$ cat src/rtl/rtc_pkg.sv
// Shared types, seven-segment constants and BCD helpers for the RTC core.

package rtc_pkg;

    typedef logic [3:0] bcd_t;

    typedef struct packed {
        logic [7:0] hr;
        logic [7:0] min;
        logic [7:0] sec;
    } rtc_time_t;

    localparam logic [7:0] MAX_HR = 8'h23;
    localparam logic [7:0] MAX_MS = 8'h59;

    // Active-low patterns, bit 6 = a ... bit 0 = g
    localparam logic [6:0] SEG_0     = 7'b0000001;
    localparam logic [6:0] SEG_1     = 7'b1001111;
    localparam logic [6:0] SEG_2     = 7'b0010010;
    localparam logic [6:0] SEG_3     = 7'b0000110;
    localparam logic [6:0] SEG_4     = 7'b1001100;
    localparam logic [6:0] SEG_5     = 7'b0100100;
    localparam logic [6:0] SEG_6     = 7'b0100000;
    localparam logic [6:0] SEG_7     = 7'b0001111;
    localparam logic [6:0] SEG_8     = 7'b0000000;
    localparam logic [6:0] SEG_9     = 7'b0000100;
    localparam logic [6:0] SEG_BLANK = 7'b1111111;

    // Both nibbles decimal and the packed value within range (BCD orders like binary)
    function automatic logic bcd_valid(input logic [7:0] v, input logic [7:0] max);
        return (v[7:4] <= 4'd9) && (v[3:0] <= 4'd9) && (v <= max);
    endfunction

    // Two-digit BCD increment wrapping to 00 after max
    function automatic logic [7:0] bcd_inc(input logic [7:0] v, input logic [7:0] max);
        if (v == max) begin
            return 8'h00;
        end
        if (v[3:0] == 4'd9) begin
            return {4'(v[7:4] + 4'd1), 4'd0};
        end
        return v + 8'd1;
    endfunction

endpackage

$ cat src/rtl/rtc_seg7_dec.sv
// BCD digit to seven-segment pattern with blanking and selectable polarity.

module rtc_seg7_dec
    import rtc_pkg::*;
#(
    parameter bit SEG_ACTIVE_LOW = 1'b1
) (
    input  bcd_t       digit,
    input  logic       blank,
    output logic [6:0] seg_c
);

    logic [6:0] pat;

    always_comb begin
        pat = SEG_BLANK;
        if (!blank) begin
            case (digit)
                4'd0:    pat = SEG_0;
                4'd1:    pat = SEG_1;
                4'd2:    pat = SEG_2;
                4'd3:    pat = SEG_3;
                4'd4:    pat = SEG_4;
                4'd5:    pat = SEG_5;
                4'd6:    pat = SEG_6;
                4'd7:    pat = SEG_7;
                4'd8:    pat = SEG_8;
                4'd9:    pat = SEG_9;
                default: pat = SEG_BLANK;
            endcase
        end
        seg_c = SEG_ACTIVE_LOW ? pat : ~pat;
    end

endmodule

$ cat src/rtl/rtc_timekeeper.sv
// Real-time clock: 1 Hz prescaler, BCD time of day, validated set, alarm and
// registered six-digit seven-segment display with 12/24-hour presentation.

module rtc_timekeeper
    import rtc_pkg::*;
#(
    parameter int unsigned TICK_DIV       = 50_000_000,
    parameter bit          SEG_ACTIVE_LOW = 1'b1,
    parameter bit          ALARM_EN       = 1'b1
) (
    input  logic       clk,
    input  logic       rst,
    input  logic       mode_12h,
    input  logic       set_en,
    input  logic [7:0] set_hr,
    input  logic [7:0] set_min,
    input  logic [7:0] set_sec,
    output logic       set_err,
    input  logic       alarm_arm,
    input  logic [7:0] alarm_hr,
    input  logic [7:0] alarm_min,
    output logic       alarm_hit,
    output logic       tick,
    output logic       pm,
    output logic [6:0] hr_m,
    output logic [6:0] hr_l,
    output logic [6:0] min_m,
    output logic [6:0] min_l,
    output logic [6:0] sec_m,
    output logic [6:0] sec_l
);

    localparam int unsigned CNT_W = $clog2(TICK_DIV);
    localparam logic [CNT_W-1:0] CNT_LAST = CNT_W'(TICK_DIV - 1);

    logic [CNT_W-1:0] cnt;
    logic [CNT_W-1:0] cnt_nxt;
    rtc_time_t        cur;
    rtc_time_t        nxt;
    rtc_time_t        set_val;
    rtc_time_t        disp_src;
    logic             set_ok;
    logic             set_load;
    logic             wrap;
    logic             alarm_c;

    assign set_val  = '{hr: set_hr, min: set_min, sec: set_sec};
    assign set_ok   = bcd_valid(set_hr, MAX_HR) && bcd_valid(set_min, MAX_MS)
                      && bcd_valid(set_sec, MAX_MS);
    assign set_load = set_en && set_ok;
    assign wrap     = (cnt == CNT_LAST);

    // Next time and prescaler; a valid set overrides a coincident tick
    always_comb begin
        nxt     = cur;
        cnt_nxt = cnt + CNT_W'(1);
        if (set_load) begin
            nxt     = set_val;
            cnt_nxt = '0;
        end else if (wrap) begin
            cnt_nxt = '0;
            nxt.sec = bcd_inc(cur.sec, MAX_MS);
            if (cur.sec == MAX_MS) begin
                nxt.min = bcd_inc(cur.min, MAX_MS);
                if (cur.min == MAX_MS) begin
                    nxt.hr = bcd_inc(cur.hr, MAX_HR);
                end
            end
        end
    end

    assign alarm_c = ALARM_EN && alarm_arm && !set_load && wrap
                     && (nxt.hr == alarm_hr) && (nxt.min == alarm_min) && (nxt.sec == 8'h00);

    always_ff @(posedge clk) begin
        if (rst) begin
            cur       <= '0;
            cnt       <= '0;
            tick      <= 1'b0;
            set_err   <= 1'b0;
            alarm_hit <= 1'b0;
        end else begin
            cur       <= nxt;
            cnt       <= cnt_nxt;
            tick      <= (cnt_nxt == CNT_LAST);
            set_err   <= set_en && !set_ok;
            alarm_hit <= alarm_c;
        end
    end

    logic [4:0] hr_bin;
    logic [4:0] hr_12;
    bcd_t       hm_d;
    bcd_t       hl_d;
    logic       hm_blank;
    logic       pm_c;

    assign disp_src = rst ? '0 : cur;
    assign hr_bin   = 5'(disp_src.hr[7:4]) * 5'd10 + 5'(disp_src.hr[3:0]);
    assign pm_c     = (disp_src.hr >= 8'h12);

    // 12-hour presentation; reset in 12-hour mode leaves the tens digit dark
    always_comb begin
        hr_12    = hr_bin;
        hm_d     = disp_src.hr[7:4];
        hl_d     = disp_src.hr[3:0];
        hm_blank = 1'b0;
        if (hr_bin == 5'd0) begin
            hr_12 = 5'd12;
        end else if (hr_bin > 5'd12) begin
            hr_12 = hr_bin - 5'd12;
        end
        if (mode_12h) begin
            hm_d     = (hr_12 >= 5'd10) ? 4'd1 : 4'd0;
            hl_d     = (hr_12 >= 5'd10) ? 4'(hr_12 - 5'd10) : 4'(hr_12);
            hm_blank = (hm_d == 4'd0) || rst;
        end
    end

    logic [6:0] hm_c;
    logic [6:0] hl_c;
    logic [6:0] mm_c;
    logic [6:0] ml_c;
    logic [6:0] sm_c;
    logic [6:0] sl_c;

    rtc_seg7_dec #(.SEG_ACTIVE_LOW(SEG_ACTIVE_LOW)) u_hr_m (
        .digit(hm_d), .blank(hm_blank), .seg_c(hm_c)
    );
    rtc_seg7_dec #(.SEG_ACTIVE_LOW(SEG_ACTIVE_LOW)) u_hr_l (
        .digit(hl_d), .blank(1'b0), .seg_c(hl_c)
    );
    rtc_seg7_dec #(.SEG_ACTIVE_LOW(SEG_ACTIVE_LOW)) u_min_m (
        .digit(disp_src.min[7:4]), .blank(1'b0), .seg_c(mm_c)
    );
    rtc_seg7_dec #(.SEG_ACTIVE_LOW(SEG_ACTIVE_LOW)) u_min_l (
        .digit(disp_src.min[3:0]), .blank(1'b0), .seg_c(ml_c)
    );
    rtc_seg7_dec #(.SEG_ACTIVE_LOW(SEG_ACTIVE_LOW)) u_sec_m (
        .digit(disp_src.sec[7:4]), .blank(1'b0), .seg_c(sm_c)
    );
    rtc_seg7_dec #(.SEG_ACTIVE_LOW(SEG_ACTIVE_LOW)) u_sec_l (
        .digit(disp_src.sec[3:0]), .blank(1'b0), .seg_c(sl_c)
    );

    // Display registers; rst forces the decode source to 00:00:00, giving the reset pattern
    always_ff @(posedge clk) begin
        pm    <= pm_c;
        hr_m  <= hm_c;
        hr_l  <= hl_c;
        min_m <= mm_c;
        min_l <= ml_c;
        sec_m <= sm_c;
        sec_l <= sl_c;
    end

endmodule

$ cat config.mk
export PLATFORM = sky130hd
export DESIGN_NAME = rtc_timekeeper
export DESIGN_NICKNAME = d
export VERILOG_FILES = /design/src/rtl/rtc_pkg.sv /design/src/rtl/rtc_seg7_dec.sv /design/src/rtl/rtc_timekeeper.sv
export SDC_FILE = /design/constraint.sdc
export NUM_CORES = 1
export LEC_CHECK = 0
export BUFFER_PORTS_ARGS = -buffer_cell sky130_fd_sc_hd__buf_2
export CAP_MARGIN = 0
export CORE_ASPECT_RATIO = 1.4
export CORE_MARGIN = 5
export CORE_UTILIZATION = 50
export DETAILED_ROUTE_END_ITERATION = 8
export GPL_TIMING_DRIVEN = 0
export PLACE_DENSITY_LB_ADDON = 0.3
export SYNTH_ARGS = -nofsm -noshare
export SYNTH_HDL_FRONTEND = slang
export SYNTH_SLANG_ARGS = --single-unit
export TNS_END_PERCENT = 100
$ cat constraint.sdc
create_clock -name clk -period 9.9 [get_ports clk]
set_clock_uncertainty 0.1 [all_clocks]
set_input_delay 0.495 -clock clk [delete_from_list [all_inputs] [get_ports clk]]
set_output_delay 0.495 -clock clk [all_outputs]
set_load 0.01 [all_outputs]
==> impl_metrics.env <==
export IMPL_cts_root_buf="clkbuf_16"
export IMPL_area_growth_syn_to_layout_pct=15.32
export IMPL_drc=0
export IMPL_first_iter_violations=328
export IMPL_wl_met2_um=8133
export IMPL_ctsHoldBuffers=0
export IMPL_rsz0062_at_grt="false"
export IMPL_p_leak_nw=3.073
export IMPL_ys_types=68
export IMPL_netlist_area_um2=6272
export IMPL_vias=6070
export IMPL_setup_tns_ns=0
export IMPL_endpoint_kind="flop"
export IMPL_grt_overflow=0
export IMPL_slew_headroom_pct=52.43
export IMPL_avgSynthCellArea_um2=7.763
export IMPL_yosysWarnings=0
export IMPL_synth_ff_type="dfxtp_1"
export IMPL_grt_pass1_vias=5763
export IMPL_portBuffers=90
export IMPL_synth_seq_cells=96
export IMPL_wl_per_cell_um=15.53
export IMPL_cp_arrival_ns=5.49
export IMPL_holdPathStages=3
export IMPL_start_util_pct=50.95
export IMPL_cts_tree="yes"
export IMPL_rrSetupSlack_ns=5.50
export IMPL_yosysTopAreaCell="dfxtp_1"
export IMPL_synth_top_area_share_pct=30.64
export IMPL_grt_max_degree=16
export IMPL_yosysSeqAreaShare_pct=30.64
export IMPL_rows=48
export IMPL_synth_edff_count=0
export IMPL_finalWeightedCongestion=0.9293
export IMPL_clockPowerShare_pct=45.6
export IMPL_r2r_cells=19
export IMPL_vias_per_cell=5.705
export IMPL_r2r_start="cur[20]$_SDFF_PP0_"
export IMPL_clkTransAtPathRegs_ns=0.07
export IMPL_dieWidth_um=104.7
export IMPL_fin_crit_ns=5.317
export IMPL_p_total_uw=819.5
export IMPL_wl_met1_um=6834
export IMPL_cp_start_kind="input port"
export IMPL_status="completed"
export IMPL_finalSetupViolCount=0
export IMPL_cts_resized=0
export IMPL_numCtsBuffers=9
export IMPL_die_h_um=142.5
export IMPL_async_reset_ff_share_pct=0
export IMPL_comb_power_share_pct=6.4
export IMPL_wirelength_um=16530
export IMPL_place_ws_ns=4.325
export IMPL_syn_inst=808
export IMPL_dieArea_um2=14920
export IMPL_netSwitchingFraction_pct=21.99
export IMPL_synth_area_top_cells="dfxtp_1, ha_1, nor2_1"
export IMPL_p_int_uw=639.3
export IMPL_worstMarginPinSlew_ns=0.7135
export IMPL_timing_final_ws_setup_ns=4.583
export IMPL_r2r_end="hr_l[3]$_DFF_P_"
export IMPL_cts_buffer_depth=2
export IMPL_synth_most_common_cell="nor2_1"
export IMPL_fin_nets=1010
export IMPL_cp_max_fo=10
export IMPL_htreeDepth=3
export IMPL_p_per_area_nw_per_um2=113.3
export IMPL_routed_top_layer="met5"
export IMPL_drive_above_1_share_pct=14.66
export IMPL_antenna_found_initial=1
export IMPL_core_area_um2=12310
export IMPL_netlist_top_cells_count="nor2_1, dfxtp_1, nand2_1"
export IMPL_clock_sinks=96
export IMPL_drtAntennaViolNets=0
export IMPL_required_ns=10.07
export IMPL_syn_num_nets=909
export IMPL_drt_pass1_iterations=5
export IMPL_track_usage_pct=21.87
export IMPL_hold_viol=0
export IMPL_cts_setup_buffers=0
export IMPL_drv_cap=0
export IMPL_final_cells=1064
export IMPL_diodes=0
export IMPL_clk_latency_ns=0.34
export IMPL_hold_class="input port to flop"
export IMPL_hpwl_um=12530
export IMPL_slew_violations=0
export IMPL_ios=91
export IMPL_min_period_over_period_pct=53.71
export IMPL_path_class="input port to flop"
export IMPL_p_sw_uw=180.2
export IMPL_peakVddDrop_v=0.0001102
export IMPL_fmax_mhz=188.1
export IMPL_holdCritStartpoint="set_en"
export IMPL_p_seq_share_pct=48.0
export IMPL_place_inst=1048
export IMPL_min_to="set_err$_SDFF_PP0_"
export IMPL_wl_met3_um=977
export IMPL_grt_first_pass_wirelength_um=27020
placed cells by master, fill, tap and decap left out, types with 3 or more instances in the layout:
cell,instances
dfxtp_1,96
clkbuf_16,9
o21a_1,4
nand4_1,12
or3_1,11
o311ai_0,3
nor2_1,112
ha_1,56
mux2_2,6
xnor2_1,22
nor3_1,21
nand3_1,30
a311oi_1,7
a21oi_1,59
or2_2,6
buf_2,97
mux2i_1,7
nand2_1,75
and3_1,14
a2111oi_0,4
inv_1,37
nor4_1,5
o21ai_0,44
a21o_1,8
o211a_1,3
o22ai_1,3
nand2b_1,11
nand3b_1,9
xor2_1,19
a211oi_1,14
a31oi_1,10
nor2b_1,15
a31o_2,3
clkbuf_1,32
sequential cells by signal (all words and copies together) (netlist names):
register   cells
alarm_hit      1
cnt           26
cur           24
hr_l           7
hr_m           7
min_l          7
min_m          7
pm             1
sec_l          7
sec_m          7
set_err        1
tick           1
worst max path at each step:
stage,startpoint,endpoint,slack [ns],depth (start not counted)
2_1_floorplan,rst,hr_l[3]$_DFF_P_,5.47,21
3_3_place_gp,rst,hr_l[3]$_DFF_P_,4.36,22
3_5_place_dp,rst,hr_l[6]$_DFF_P_,4.33,23
4_1_cts,rst,hr_l[3]$_DFF_P_,4.68,22
5_1_grt,rst,hr_l[6]$_DFF_P_,4.13,23
6_report,rst,hr_l[3]$_DFF_P_,4.58,22
per-layer routing:
layer	global-route usage (%)	vias up
li1	-	3045
met1	25.84	2773
met2	38.43	200
met3	3.768	50
met4	10.30	2
met5	0	-
cell type report:
type	count	area [um2]
buffer	41	170.2
clock buffer	11	242.7
clock inverter	5	80.08
fill	1168	5079
inverter	37	138.9
multi-input combinational	634	4041
sequential	96	1922
tap	150	187.7
timing repair buffer	90	450.4
power by group through the flow:
stage / Combinational, mW / Sequential [mW] / Clock (mW)
4_1_cts: 0.0521 / 0.393 / 0.386
2_1_floorplan: 0.0247 / 0.404 / 0
5_1_grt: 0.0576 / 0.394 / 0.404
6_report: 0.0526 / 0.393 / 0.374
3_3_place_gp: 0.0514 / 0.402 / 0
3_5_place_dp: 0.0518 / 0.402 / 0
worst max-delay path, stage by stage:
cell and delay, ns:
buf_2 0.10, clkbuf_1 0.32, clkbuf_1 0.56, clkbuf_1 0.60, nor2_1 0.12, ha_1 0.25, maj3_1 0.36, a21oi_1 0.21
nor3_1 0.11, nor2_1 0.19, a21oi_1 0.10, a31oi_1 0.21, inv_1 0.07, ha_1 0.23, o41ai_1 0.09, a21oi_1 0.21
o211a_1 0.27, a21o_1 0.21, ha_1 0.32, inv_1 0.04, or2_2 0.29, a21oi_1 0.14
through the flow:
stage	hold slack, ns	cell area [um2]	utilization, %
after floorplan	0.3475	6272	-
after global placement	0.3730	6910	56.13
after detailed placement	0.3906	6910	56.13
after CTS	0.2926	7233	58.75
after global routing	0.2986	7233	58.75
final	0.3075	7233	58.75
cell families (layout without fill, tap and decap cells):
| group | Yosys count | count (layout) | share of synthesized area [%] |
|---|---|---|---|
| simple gates | 337 | 337 | 26.17 |
| xor+xnor | 41 | 41 | 5.725 |
| buf+inv | 78 | 184 | 4.927 |
| compound gates | 186 | 186 | 19.01 |
| fa+ha+maj | 57 | 57 | 11.33 |
| flops | 96 | 96 | 30.64 |
| mux | 13 | 13 | 2.194 |
Power figures use the tool's default switching activity.
